### src/rtl/dbg_apb_bridge.sv
// Byte-stream to APB master bridge for the debugger register file.
// Command bytes arrive on a valid/ready stream: bit7 selects write (1) or
// read (0), bits4:0 give the register address, and bits6:5 are reserved.
// A write command is followed by one data byte. A read returns one byte on
// the TX stream. ACCESS is bounded by a PREADY timeout so the transport
// cannot hang on a stalled slave. Every output comes straight from a flop.
module dbg_apb_bridge #(
  parameter int          TIMEOUT_CYCLES = 16,
  parameter logic [7:0]  TIMEOUT_DATA   = 8'hFF
) (
  input  logic       PCLK,
  input  logic       PRESET,
  input  logic [7:0] RX_DATA,
  input  logic       RX_VALID,
  output logic       RX_READY,
  output logic [7:0] TX_DATA,
  output logic       TX_VALID,
  input  logic       TX_READY,
  output logic       PSEL,
  output logic [4:0] PADDR,
  output logic       PENABLE,
  output logic       PWRITE,
  output logic [7:0] PWDATA,
  input  logic [7:0] PRDATA,
  input  logic       PREADY,
  output logic       BUSY,
  output logic       TIMEOUT_ERR
);

  localparam int CNT_W = $clog2(TIMEOUT_CYCLES + 1);
  localparam logic [CNT_W-1:0] CNT_ZERO = {CNT_W{1'b0}};
  localparam logic [CNT_W-1:0] CNT_ONE  = CNT_W'(1);
  // The count before the final ACCESS edge; reaching it with PREADY low aborts.
  localparam logic [CNT_W-1:0] CNT_LAST = CNT_W'(TIMEOUT_CYCLES - 1);

  localparam logic [2:0] ST_IDLE   = 3'd0;
  localparam logic [2:0] ST_WDATA  = 3'd1;
  localparam logic [2:0] ST_SETUP  = 3'd2;
  localparam logic [2:0] ST_ACCESS = 3'd3;
  localparam logic [2:0] ST_RESP   = 3'd4;

  logic [2:0]       state_r,    state_nxt_s;
  logic [CNT_W-1:0] cnt_r,      cnt_nxt_s;
  logic             rx_ready_r, rx_ready_nxt_s;
  logic [7:0]       tx_data_r,  tx_data_nxt_s;
  logic             tx_valid_r, tx_valid_nxt_s;
  logic             psel_r,     psel_nxt_s;
  logic [4:0]       paddr_r,    paddr_nxt_s;
  logic             penable_r,  penable_nxt_s;
  logic             pwrite_r,   pwrite_nxt_s;
  logic [7:0]       pwdata_r,   pwdata_nxt_s;
  logic             busy_r,     busy_nxt_s;
  logic             tmo_err_r,  tmo_err_nxt_s;
  logic             rx_fire_s;
  logic             unused_rsvd_s;

  assign rx_fire_s     = RX_VALID & rx_ready_r;
  // Reserved command bits carry no meaning.
  assign unused_rsvd_s = ^RX_DATA[6:5];

  // Next-state and next-output computation for the transfer sequencer.
  always_comb begin
    state_nxt_s    = state_r;
    cnt_nxt_s      = cnt_r;
    rx_ready_nxt_s = rx_ready_r;
    tx_data_nxt_s  = tx_data_r;
    tx_valid_nxt_s = tx_valid_r;
    psel_nxt_s     = psel_r;
    paddr_nxt_s    = paddr_r;
    penable_nxt_s  = penable_r;
    pwrite_nxt_s   = pwrite_r;
    pwdata_nxt_s   = pwdata_r;
    tmo_err_nxt_s  = tmo_err_r;
    case (state_r)
      ST_IDLE: begin
        if (rx_fire_s) begin
          paddr_nxt_s  = RX_DATA[4:0];
          pwrite_nxt_s = RX_DATA[7];
          if (RX_DATA[7]) begin
            state_nxt_s = ST_WDATA;
          end else begin
            state_nxt_s    = ST_SETUP;
            psel_nxt_s     = 1'b1;
            rx_ready_nxt_s = 1'b0;
          end
        end else begin
          state_nxt_s = ST_IDLE;
        end
      end
      ST_WDATA: begin
        if (rx_fire_s) begin
          pwdata_nxt_s   = RX_DATA;
          state_nxt_s    = ST_SETUP;
          psel_nxt_s     = 1'b1;
          rx_ready_nxt_s = 1'b0;
        end else begin
          state_nxt_s = ST_WDATA;
        end
      end
      ST_SETUP: begin
        state_nxt_s   = ST_ACCESS;
        penable_nxt_s = 1'b1;
      end
      ST_ACCESS: begin
        // PREADY wins over a timeout reached on the same edge.
        if (PREADY || (cnt_r == CNT_LAST)) begin
          psel_nxt_s    = 1'b0;
          penable_nxt_s = 1'b0;
          cnt_nxt_s     = CNT_ZERO;
          if (!PREADY) begin
            tmo_err_nxt_s = 1'b1;
          end else begin
            tmo_err_nxt_s = tmo_err_r;
          end
          if (pwrite_r) begin
            state_nxt_s    = ST_IDLE;
            rx_ready_nxt_s = 1'b1;
          end else begin
            state_nxt_s    = ST_RESP;
            tx_valid_nxt_s = 1'b1;
            tx_data_nxt_s  = PREADY ? PRDATA : TIMEOUT_DATA;
          end
        end else begin
          cnt_nxt_s = cnt_r + CNT_ONE;
        end
      end
      ST_RESP: begin
        if (TX_READY) begin
          tx_valid_nxt_s = 1'b0;
          rx_ready_nxt_s = 1'b1;
          state_nxt_s    = ST_IDLE;
        end else begin
          state_nxt_s = ST_RESP;
        end
      end
      default: begin
        state_nxt_s    = ST_IDLE;
        cnt_nxt_s      = CNT_ZERO;
        rx_ready_nxt_s = 1'b1;
        tx_valid_nxt_s = 1'b0;
        psel_nxt_s     = 1'b0;
        penable_nxt_s  = 1'b0;
      end
    endcase
    busy_nxt_s = (state_nxt_s != ST_IDLE);
  end

  // State and output registers; reset drops the APB strobes immediately.
  always_ff @(posedge PCLK or posedge PRESET) begin
    if (PRESET) begin
      state_r    <= ST_IDLE;
      cnt_r      <= CNT_ZERO;
      rx_ready_r <= 1'b1;
      tx_data_r  <= 8'h00;
      tx_valid_r <= 1'b0;
      psel_r     <= 1'b0;
      paddr_r    <= 5'h00;
      penable_r  <= 1'b0;
      pwrite_r   <= 1'b0;
      pwdata_r   <= 8'h00;
      busy_r     <= 1'b0;
      tmo_err_r  <= 1'b0;
    end else begin
      state_r    <= state_nxt_s;
      cnt_r      <= cnt_nxt_s;
      rx_ready_r <= rx_ready_nxt_s;
      tx_data_r  <= tx_data_nxt_s;
      tx_valid_r <= tx_valid_nxt_s;
      psel_r     <= psel_nxt_s;
      paddr_r    <= paddr_nxt_s;
      penable_r  <= penable_nxt_s;
      pwrite_r   <= pwrite_nxt_s;
      pwdata_r   <= pwdata_nxt_s;
      busy_r     <= busy_nxt_s;
      tmo_err_r  <= tmo_err_nxt_s;
    end
  end

  assign RX_READY    = rx_ready_r;
  assign TX_DATA     = tx_data_r;
  assign TX_VALID    = tx_valid_r;
  assign PSEL        = psel_r;
  assign PADDR       = paddr_r;
  assign PENABLE     = penable_r;
  assign PWRITE      = pwrite_r;
  assign PWDATA      = pwdata_r;
  assign BUSY        = busy_r;
  assign TIMEOUT_ERR = tmo_err_r;

endmodule

### config.mk
export PLATFORM = sky130hd
export DESIGN_NAME = dbg_apb_bridge
export DESIGN_NICKNAME = d
export VERILOG_FILES = /design/src/rtl/dbg_apb_bridge.sv
export SDC_FILE = /design/constraint.sdc
export NUM_CORES = 1
export LEC_CHECK = 0
export BUFFER_PORTS_ARGS = -buffer_cell sky130_fd_sc_hd__buf_2
export CORE_ASPECT_RATIO = 0.9
export CORE_MARGIN = 1
export CORE_UTILIZATION = 54
export DETAILED_ROUTE_END_ITERATION = 6
export PLACE_DENSITY = 0.89
export SYNTH_ARGS = -nofsm -noshare
export SYNTH_HDL_FRONTEND = slang
export SYNTH_SLANG_ARGS = --single-unit
### constraint.sdc
create_clock -name PCLK -period 3.8 [get_ports PCLK]
set_input_delay 0.19 -clock PCLK [delete_from_list [all_inputs] [get_ports PCLK]]
set_output_delay 0.19 -clock PCLK [all_outputs]
set_load 0.02 [all_outputs]
# After elaboration in Yosys (flattened, before gate mapping)
# Index checks and enable logic that the tools add are counted.
word_totals:
  out_inout_bits: 28
  word_cells: 74
  ff_bits: 36
  inputBits: 21
classes:
  eq_ne: 12
  bitwise: 7
  n_mux: 27
  n_reduce_logical: 15
  add_sub_neg: 1
ops:
  columns: ["cell", "count"]
  rows:
  - ["one-hot mux 3 bit (5 select lines)", 1]
  - ["inequality test 2 bit, second input constant", 7]
  - ["two-way mux 1 bit", 13]
  - ["two-way mux 3 bit", 4]
  - ["one-hot mux 5 bit (2 select lines)", 1]
  - ["two-way mux 8 bit", 1]
  - ["AND reduction 7 bit", 1]
  - ["== test 3 x 2 -> 1 bit, second input constant", 2]
  - ["inverter 1 bit", 6]
  - ["one-hot mux 1 bit (3 select lines)", 2]
  - ["AND reduction 2 bit", 3]
  - ["AND reduction 3 bit", 2]
  - ["OR reduction 3 bit", 2]
  - ["adder 5 x 1 -> 5 bit, second input constant", 1]
  - ["== test 5 x 4 -> 1 bit, second input constant", 1]
  - ["two-way mux 5 bit", 1]
  - ["one-hot mux 1 bit (5 select lines)", 1]
  - ["AND reduction 5 bit", 1]
  - ["two-way mux 2 bit", 2]
  - ["one-hot mux 1 bit (4 select lines)", 1]
  - ["AND reduction 4 bit", 1]
  - ["OR reduction 4 bit", 1]
  - ["== test 3 x 1 -> 1 bit, second input constant", 1]
  - ["== test 3 bit, second input constant", 1]
  - ["5 further kinds", 5]

# Longest topological paths before layout
# Gate-level depths: netlist of run 1.
logic_depth:
  word_depth: 5
  ltp_mapped: 7
  ltp_nobuf: 6

# Worst setup path before layout of run 1
# No wires, ideal clock.
synth_timing:
  kind: "register to register"
  from: "reg cnt_r[0]"
  to: "reg cnt_r[3]"
  arrival_ns: 1.764
  setup_ns: 0.095
  synth_period_minus_slack_ns: 1.859
  path_stages_with_launch: 8
  slack_ns: 1.941
  required_ns: 3.705
  n_path_buf: 1
  cell_sequence: "dfrtp_1 ha_1 and3_1 ha_1 clkbuf_1 nor3_1 nand2_1 o31ai_1"
synth_via:
  elab_chain_len: 4
  word_cells_on_any_way: 5
  classes_between: "add/sub: 1; eq/ne: 1; mux: 2; reduce/logical: 1"
synth_lines:
  columns: ["element", "line", "source"]
  rows:
  - ["start, declared", "43", "logic [CNT_W-1:0] cnt_r, cnt_nxt_s;"]
  - ["start signal, assigned", "165", "cnt_r <= cnt_nxt_s;"]
  - ["parallel branches: the longest is 2 deep, another holds adder 5 x 1 -> 5 bit", null, null]
  - ["two-way mux 5 bit (*)", "106", "if (PREADY || (cnt_r == CNT_LAST)) begin"]
  - ["one-hot mux 5 bit (2 select lines) (*)", "74", "case (state_r)"]
# Mark *: on every way between the ends.
# A chain may end at the register's enable or synchronous reset.

# Worst setup path after layout of run 1
# Ends and elaborated chain as after synthesis.

==> results by group, run 1 <==
GRT
  – First-pass GRT wire length: around 5500 µm
  – GR Util met3: 5.13%
  – GRT Total Usage: approximately a quarter
  – Grt peak-use layer: met2
  – Initial antenna violation count: 0
  – Pin count of the biggest net entering global routing: 20
  – Met2 Use GR: about two fifths
  – Vias in the first global route: 1222
  – Met1 Usage GRT: between 20 and 30%
  – Grt total ovfl: 0

Route
  – 1st-iter DRT viols: 47
  – Antenna-violating nets left: 0
  – Wire length per cell: between 10 and 15 µm
  – Post-route DRC violation count: 0
  – DR pass1 iterations: 4
  – Vias per inst: 5.57
  – WL final: around 3200 µm
  – Via count: 1186

Clocking
  – Htree depth: 2
  – CTS tree: yes
  – Postcts setup bufs: 0
  – CTS root buf: clkbuf_4
  – Sink Count: 36
  – Worst-skew pair later-pin latency: 340 ps
  – CTS Buffer Depth: 2
  – Num CTS Buffers: 5
  – Clk slew on worst S/H paths: roughly 110 ps

Layout
  – Post-Layout Inst Area: 1930 µm²
  – Area Growth Syn to Fin: 22.8%
  – Register area: 902 µm²
  – Fill count: 207
  – Nets: 195
  – Multi-input combinational cell area: around 600 µm²
  – Antenna diode count: 0
  – Share of cells above drive strength 1: 44.5%
  – Fin cells: 213

Worst setup path
  – FF-to-FF Start: cnt_r[0]
  – Arrival @ worst endpoint: 2330 ps
  – Worst path cell trace: ha_1, and3_1, ha_1, nor3_1, nand2_1, o31ai_1
  – Crit-path max cell delay: between 400 and 500 ps
  – Critical path type: flop to flop
  – Worst Path Required: 4050 ps
  – CP dominant cell by count: ha_1
  – Crit path capture type: flop
  – Slowest CP cell: dfrtp_1
  – Start point of the critical path: cnt_r[0]
  – Register-to-Register Path Depth: 6
  – Crit Path Max Fanout: 8
  – Crit path launch type: flop

Die
  – Core area: 2750 µm²
  – Die Width: 58.8 µm
  – Ports: 49
  – Starting density of the core: 57.1%
  – Die H: 53.1 µm
  – # rows: 18
  – Die Footprint: 3130 µm²

Timing
  – RSZ-0062 raised after global routing: no
  – Fin. max-slew vios: 0
  – Worst clock skew: 8.07 ps
  – Fin crit share: about 55%
  – Final hold vios: 0
  – Setup violations, final: 0
  – Slew @ Worst Pin: 649 ps
  – Sum Neg Setup Slack: 0 ps
  – Max frequency: ~0.48 GHz
  – Fin crit period: 2080 ps
  – Slew HR: a little under three fifths

Logic synthesis
  – Commonest cells in the netlist: dfrtp_1, mux2_2, o21ai_0, o22a_1, nand2_1
  – Ys async rst share: 100%
  – YS warnings: 0
  – Top cells by area, synth: dfrtp_1, mux2_2, o22a_1, o21ai_0, dfstp_2
  – Top_reg_cell synth: dfrtp_1
  – Number of library cell types mapped by synthesis: 40
  – Number of flops mapped to enable cells by yosys: 0
  – Mean Syn Cell Area: roughly 13 µm²
  – Post-synth top area share: 55.8%
  – Gate Count Post-Synth: 122
  – Area leader, netlist: dfrtp_1
  – Count leader, synth: dfrtp_1
  – Synthesized area: 1570 µm²
  – Register area share after synthesis: a little under three fifths
  – Post-synth net total: 145
  – #FFs+latches synth: 36

Worst hold path
  – Hold_sp: PRDATA[1]
  – Hold crit path type: input pin to flop
  – Min-Delay Path Depth: 2

Power
  – Pwr/cell area: 867 nW/µm²
  – Lkg Pwr: 0.900 nW
  – Max VDD drop: between 0.0005 and 0.0006 V

Job
  – Max Cap Viol: 0

Place
  – Post-DP HPWL: around 2400 µm
  – Cells after DPL: between 200 and 250
  – Final Wtd Congestion: 0.868
  – Area after DPL: 1820 µm²
  – Port bufs: 48

Status
  – Status: completed
-- where the power goes --
part / switching [mW] / internal [mW] / total (mW)
logic: 0.382 / 0.293 / 0.675
registers: 0.138 / 0.556 / 0.694
clock network: 0.126 / 0.175 / 0.300
-- sequential cells by signal, indices dropped and copies added, names as in the netlist --
| register | count |
|---|---|
| BUSY | 1 |
| PADDR | 5 |
| PENABLE | 1 |
| PSEL | 1 |
| PWDATA | 8 |
| PWRITE | 1 |
| RX_READY | 1 |
| TIMEOUT_ERR | 1 |
| TX_DATA | 8 |
| TX_VALID | 1 |
| cnt_r | 5 |
| state_r | 3 |
-- path summary, 6_finish.rpt --
check                           slack [ps]     endpoint
max in group asynchronous             2620     cnt_r[3]
worst max-delay path                  1720     cnt_r[3]
worst min-delay path                    50   TX_DATA[1]
worst max register to register        1720     cnt_r[3]
min in group asynchronous              500    PWDATA[5]
worst min register to register         500  TIMEOUT_ERR
-- cell usage in the layout (no fill, tap or decap), types with 3 or more instances in the layout --
master	n
buf_2	48
clkbuf_4	5
dfrtp_1	35
inv_1	3
mux2_2	13
nand2_1	6
nand2b_1	3
nor2_1	3
nor3_1	3
o211ai_1	3
o21ai_0	8
o22a_1	8
-- worst max-delay path: cells and delay by family (launching register included) --
family          cells  cell delay (ps)
compound gates      1              240
flops               1              450
simple gates        3              790
fa+ha+maj           2              520
-- routing by layer --
metal  up-vias  wire length [µm]
met5         -                 0
li1        554                 -
met1       569              1330
met2        56              1610
met4         0                73
met3         7               166
-- cell type report --
type / count / area share, %
well taps: 40 / 2.60
inverters: 3 / 0.584
repair buffers: 50 / 13.4
clock buffers: 7 / 3.38
clock inverters: 1 / 1.56
multi-input cells: 76 / 31.7
flip-flops and latches: 36 / 46.8
-- what timing repair did --
item | 4_1_cts | 5_1_grt
gates resized for setup | 0 | 0
hold buffers | 1 | 0
endpoints found under the hold margin | 16 | 0
-- cell families (layout without fill, tap and decap cells) --
| group | after synthesis | after routing | synth area share, % |
|---|---|---|---|
| adders and majority gates | 2 | 2 | 1.59 |
| buffers and inverters | 10 | 61 | 3.59 |
| muxes | 14 | 14 | 10.0 |
| and+or+nand+nor | 27 | 27 | 11.6 |
| DFF | 36 | 36 | 57.5 |
| AOI/OAI and AO/OA | 33 | 33 | 15.7 |
-- metrics by stage --
stage | total power, mW | util [%] | hold slack, ps | setup WS, ps
3_5_place_dp | 1.38 | 66.3 | 307 | 1760
2_1_floorplan | 1.16 | - | 316 | 1940
4_1_cts | 1.68 | 70.1 | 38.4 | 1750
3_3_place_gp | 1.34 | 66.3 | 288 | 1920
5_1_grt | 1.77 | 70.1 | 42.2 | 1580
6_report | 1.67 | 70.1 | 49.8 | 1720
Power figures use the tool's default switching activity.
==> run 2: changes to the inputs <==
--- a/config.mk
+++ b/config.mk
@@ -8,9 +8,9 @@
 export BUFFER_PORTS_ARGS = -buffer_cell sky130_fd_sc_hd__buf_2
 export CORE_ASPECT_RATIO = 0.9
 export CORE_MARGIN = 1
-export CORE_UTILIZATION = 54
+export CORE_UTILIZATION = 50
 export DETAILED_ROUTE_END_ITERATION = 6
-export PLACE_DENSITY = 0.89
+export PLACE_DENSITY = 0.83
 export SYNTH_ARGS = -nofsm -noshare
 export SYNTH_HDL_FRONTEND = slang
 export SYNTH_SLANG_ARGS = --single-unit
==> constraint.sdc (replaced) <==
create_clock -name PCLK -period 2.1 [get_ports PCLK]
set_input_delay 0.105 -clock PCLK [delete_from_list [all_inputs] [get_ports PCLK]]
set_output_delay 0.105 -clock PCLK [all_outputs]
set_load 0.02 [all_outputs]
==> run 2 against run 1 <==
Wire length is 4.8% higher. Clock power grew 58%. Count of clock-buffer cells in the layout down 1. Cell count increased by 7.0%. Sequential power up 80%. Largest cell class unchanged. Largest power group is now combinational logic. Highest routed layer unchanged.
==> results by group, run 2 (synthesis results as in run 1) <==
Worst setup path
  – Worst reg2reg path endpoint: cnt_r[3] (unchanged)
  – CP dominant cell by count: ha_1 (unchanged)
  – Crit Path Max Fanout: 8 (unchanged)
  – Register-to-Register Path Depth: 6 (unchanged)
  – Crit path buf inv count: 0 (unchanged)
  – Start point of the critical path: cnt_r[0] (unchanged)
  – Crit path launch type: flop (unchanged)
  – Critical path type: flop to flop (unchanged)
  – Worst Path Required: 2350 ps (was 4050 ps)
  – Delay-heaviest family, CP: simple AND/OR/NAND/NOR gates (unchanged)
  – Slowest CP cell: dfrtp_1 (unchanged)
  – Crit-path max cell delay: 440 ps (was 450 ps)
  – R2r setup slk: 150 ps (was 1720 ps)
  – Arrival @ worst endpoint: 2200 ps (was 2330 ps)
  – Worst path cell trace: ha_1, and3_1, ha_1, nor3_2, nand2_1, o31ai_1 (was ha_1, and3_1, ha_1, nor3_1, nand2_1, o31ai_1)
  – FF-to-FF Start: cnt_r[0] (unchanged)
  – Crit path capture type: flop (unchanged)

Clocking
  – Sink Count: 36 (unchanged)
  – CTS tree: yes (unchanged)
  – Worst-skew pair later-pin latency: 340 ps (about the same)
  – Num CTS Buffers: 5 (unchanged)
  – Htree depth: 2 (unchanged)
  – Postcts setup bufs: 0 (unchanged)
  – CTS root buf: clkbuf_4 (unchanged)
  – CTS Buffer Depth: 2 (unchanged)
  – Clk slew on worst S/H paths: 100 ps (was 110 ps)

Timing
  – Fin. max-slew vios: 0 (unchanged)
  – Setup ws final: 152 ps (was 1720 ps)
  – Fin crit share: 92.7% (was 54.8%)
  – Fin crit period: 1950 ps (was 2080 ps)
  – Sum Neg Setup Slack: 0 ps (unchanged)
  – Slew HR: 69.2% (was 56.7%)
  – Slew @ Worst Pin: 459 ps (was 649 ps)
  – Setup violations, final: 0 (unchanged)
  – Worst clock skew: 2.80 ps (was 8.07 ps)
  – Max frequency: 0.513 GHz (was 0.481 GHz)
  – Final hold vios: 0 (unchanged)

Power
  – Max VDD drop: 0.000872 V (was 0.000556 V)
  – Switching Share: 39.2% (was 38.7%)
  – Combinational Power Share: 42.3% (was 40.4%)
  – Pwr/cell area: 1450 nW/µm² (was 867 nW/µm²)
  – Lkg Pwr: 0.958 nW (was 0.900 nW)
  – Switching power: 1.17 mW (was 0.646 mW)
  – Clock power share: 15.8% (was 18.0%)
  – Share of total power in sequential cells: 41.9% (was 41.6%)
  – P_int: 1.81 mW (was 1.02 mW)

Route
  – Vias per inst: 5.46 (was 5.57)
  – Via count: 1244 (was 1186)
  – Wire length per cell: 14.6 µm (was 14.9 µm)
  – Post-route DRC violation count: 0 (unchanged)
  – 1st-iter DRT viols: 65 (was 47)
  – DR pass1 iterations: 4 (unchanged)
  – WL final: 3330 µm (was 3180 µm)
  – Antenna-violating nets left: 0 (unchanged)

Status
  – Status: completed (unchanged)

Layout
  – Post-Layout Inst Area: 2060 µm² (was 1930 µm²)
  – Share of cells above drive strength 1: 42.0% (was 44.5%)
  – Antenna diode count: 0 (unchanged)
  – Nets: 210 (was 195)
  – Fin cells: 228 (was 213)
  – Commonest non-fill, non-tap cell in the layout: buf_2 (unchanged)
  – Area Growth Syn to Fin: 31.2% (was 22.8%)
  – Most frequent cells in the layout: buf_2, dfrtp_1, dlygate4sd3_1 (was buf_2, dfrtp_1, mux2_2)

Die
  – Die H: 55.1 µm (was 53.1 µm)
  – Starting density of the core: 54.9% (was 57.1%)
  – Die Width: 61.1 µm (was 58.8 µm)
  – Die Footprint: 3370 µm² (was 3130 µm²)
  – Ports: 49 (unchanged)
  – # rows: 18 (unchanged)
  – Core area: 2860 µm² (was 2750 µm²)

Place
  – Area after DPL: 1840 µm² (was 1820 µm²)
  – Cells after DPL: 206 (was 204)
  – Final Wtd Congestion: 0.849 (was 0.868)
  – Pre-CTS setup slack: 81.9 ps (was 1760 ps)
  – Port bufs: 48 (unchanged)
  – Post-DP HPWL: 2370 µm (was 2360 µm)

Worst hold path
  – Hold path endpoint: PADDR[0] (was TX_DATA[1])
  – Hold_sp: RX_DATA[0] (was PRDATA[1])
  – Min-Delay Path Depth: 2 (unchanged)
  – Hold crit path type: input pin to flop (unchanged)

GRT
  – Vias in the first global route: 1201 (was 1222)
  – Pin count of the biggest net entering global routing: 37 (was 20)
  – First-pass GRT wire length: 5460 µm (was 5490 µm)
  – GRT Total Usage: 23.3% (was 24.9%)
  – Initial antenna violation count: 0 (unchanged)
  – Grt total ovfl: 0 (unchanged)

Job
  – Max Cap Viol: 0 (unchanged)
-- run 2: cell types whose count changed in the layout (fill, tap and decap cells not counted), sizes merged --
cell	before	now
buf	49	51
dlygate4sd3	1	14
clkinv	0	1
clkbuf	7	6
-- run 2: final cells by class --
class | instances | area [µm²]
fill | 203 | 802
timing repair buffer | 65 | 403
tap | 40 | 50.0
multi-input combinational | 76 | 616
clock inverter | 2 | 35.0
sequential | 36 | 902
clock buffer | 6 | 41.3
inverter | 3 | 11.3
-- run 2: worst max path at each step --
stage            endpoint  slack, ps  cells past startpoint
6_report         cnt_r[3]        150                      6
3_5_place_dp     cnt_r[3]         80                      6
3_3_place_gp     cnt_r[3]        230                      6
2_1_floorplan    cnt_r[3]        240                      7
5_1_grt        TX_DATA[3]        -10                      6
4_1_cts          cnt_r[3]         60                      6
-- run 2: worst reg2reg max path, delay by kind of cell, from the launching register on --
kind / cells / cell delay, ps
AOI/OAI and AO/OA: 1 / 240
adders and majority gates: 2 / 520
DFF: 1 / 440
and+or+nand+nor: 3 / 660
-- run 2: repair_timing --
action / in CTS / in global routing
endpoints found under the setup margin: 0 / 3
resized for setup: 0 / 1
hold buffers: 14 / 0
endpoints found under the hold margin: 51 / 0
-- run 2: routing by layer --
| layer | global-route usage (%) | up-vias | part of all wire (%) |
|---|---|---|---|
| met2 | 39.5 | 46 | 51 |
| met5 | 0 | - | 0 |
| met3 | 7.21 | 6 | 4.7 |
| met1 | 27.8 | 609 | 43 |
| met4 | 9.09 | 0 | 1.1 |
| li1 | - | 583 | - |
-- run 2: power groups by stage --
stage / logic [mW] / registers [mW] / clock network, mW
2_1_floorplan: 0.575 / 1.53 / 0
3_3_place_gp: 1.21 / 1.23 / 0
3_5_place_dp: 1.24 / 1.26 / 0
4_1_cts: 1.27 / 1.25 / 0.491
5_1_grt: 1.36 / 1.29 / 0.513
6_report: 1.26 / 1.25 / 0.473
-- run 2: per-stage QoR --
stage | total power [mW] | utilization, % | hold WS (ps)
after CTS | 3.00 | 71.8 | 4.76
after global routing | 3.17 | 72.0 | 0.772
after global placement | 2.44 | 64.2 | 213
final | 2.98 | 72.0 | 17.4
after detailed placement | 2.50 | 64.2 | 229
after floorplan | 2.10 | - | 231
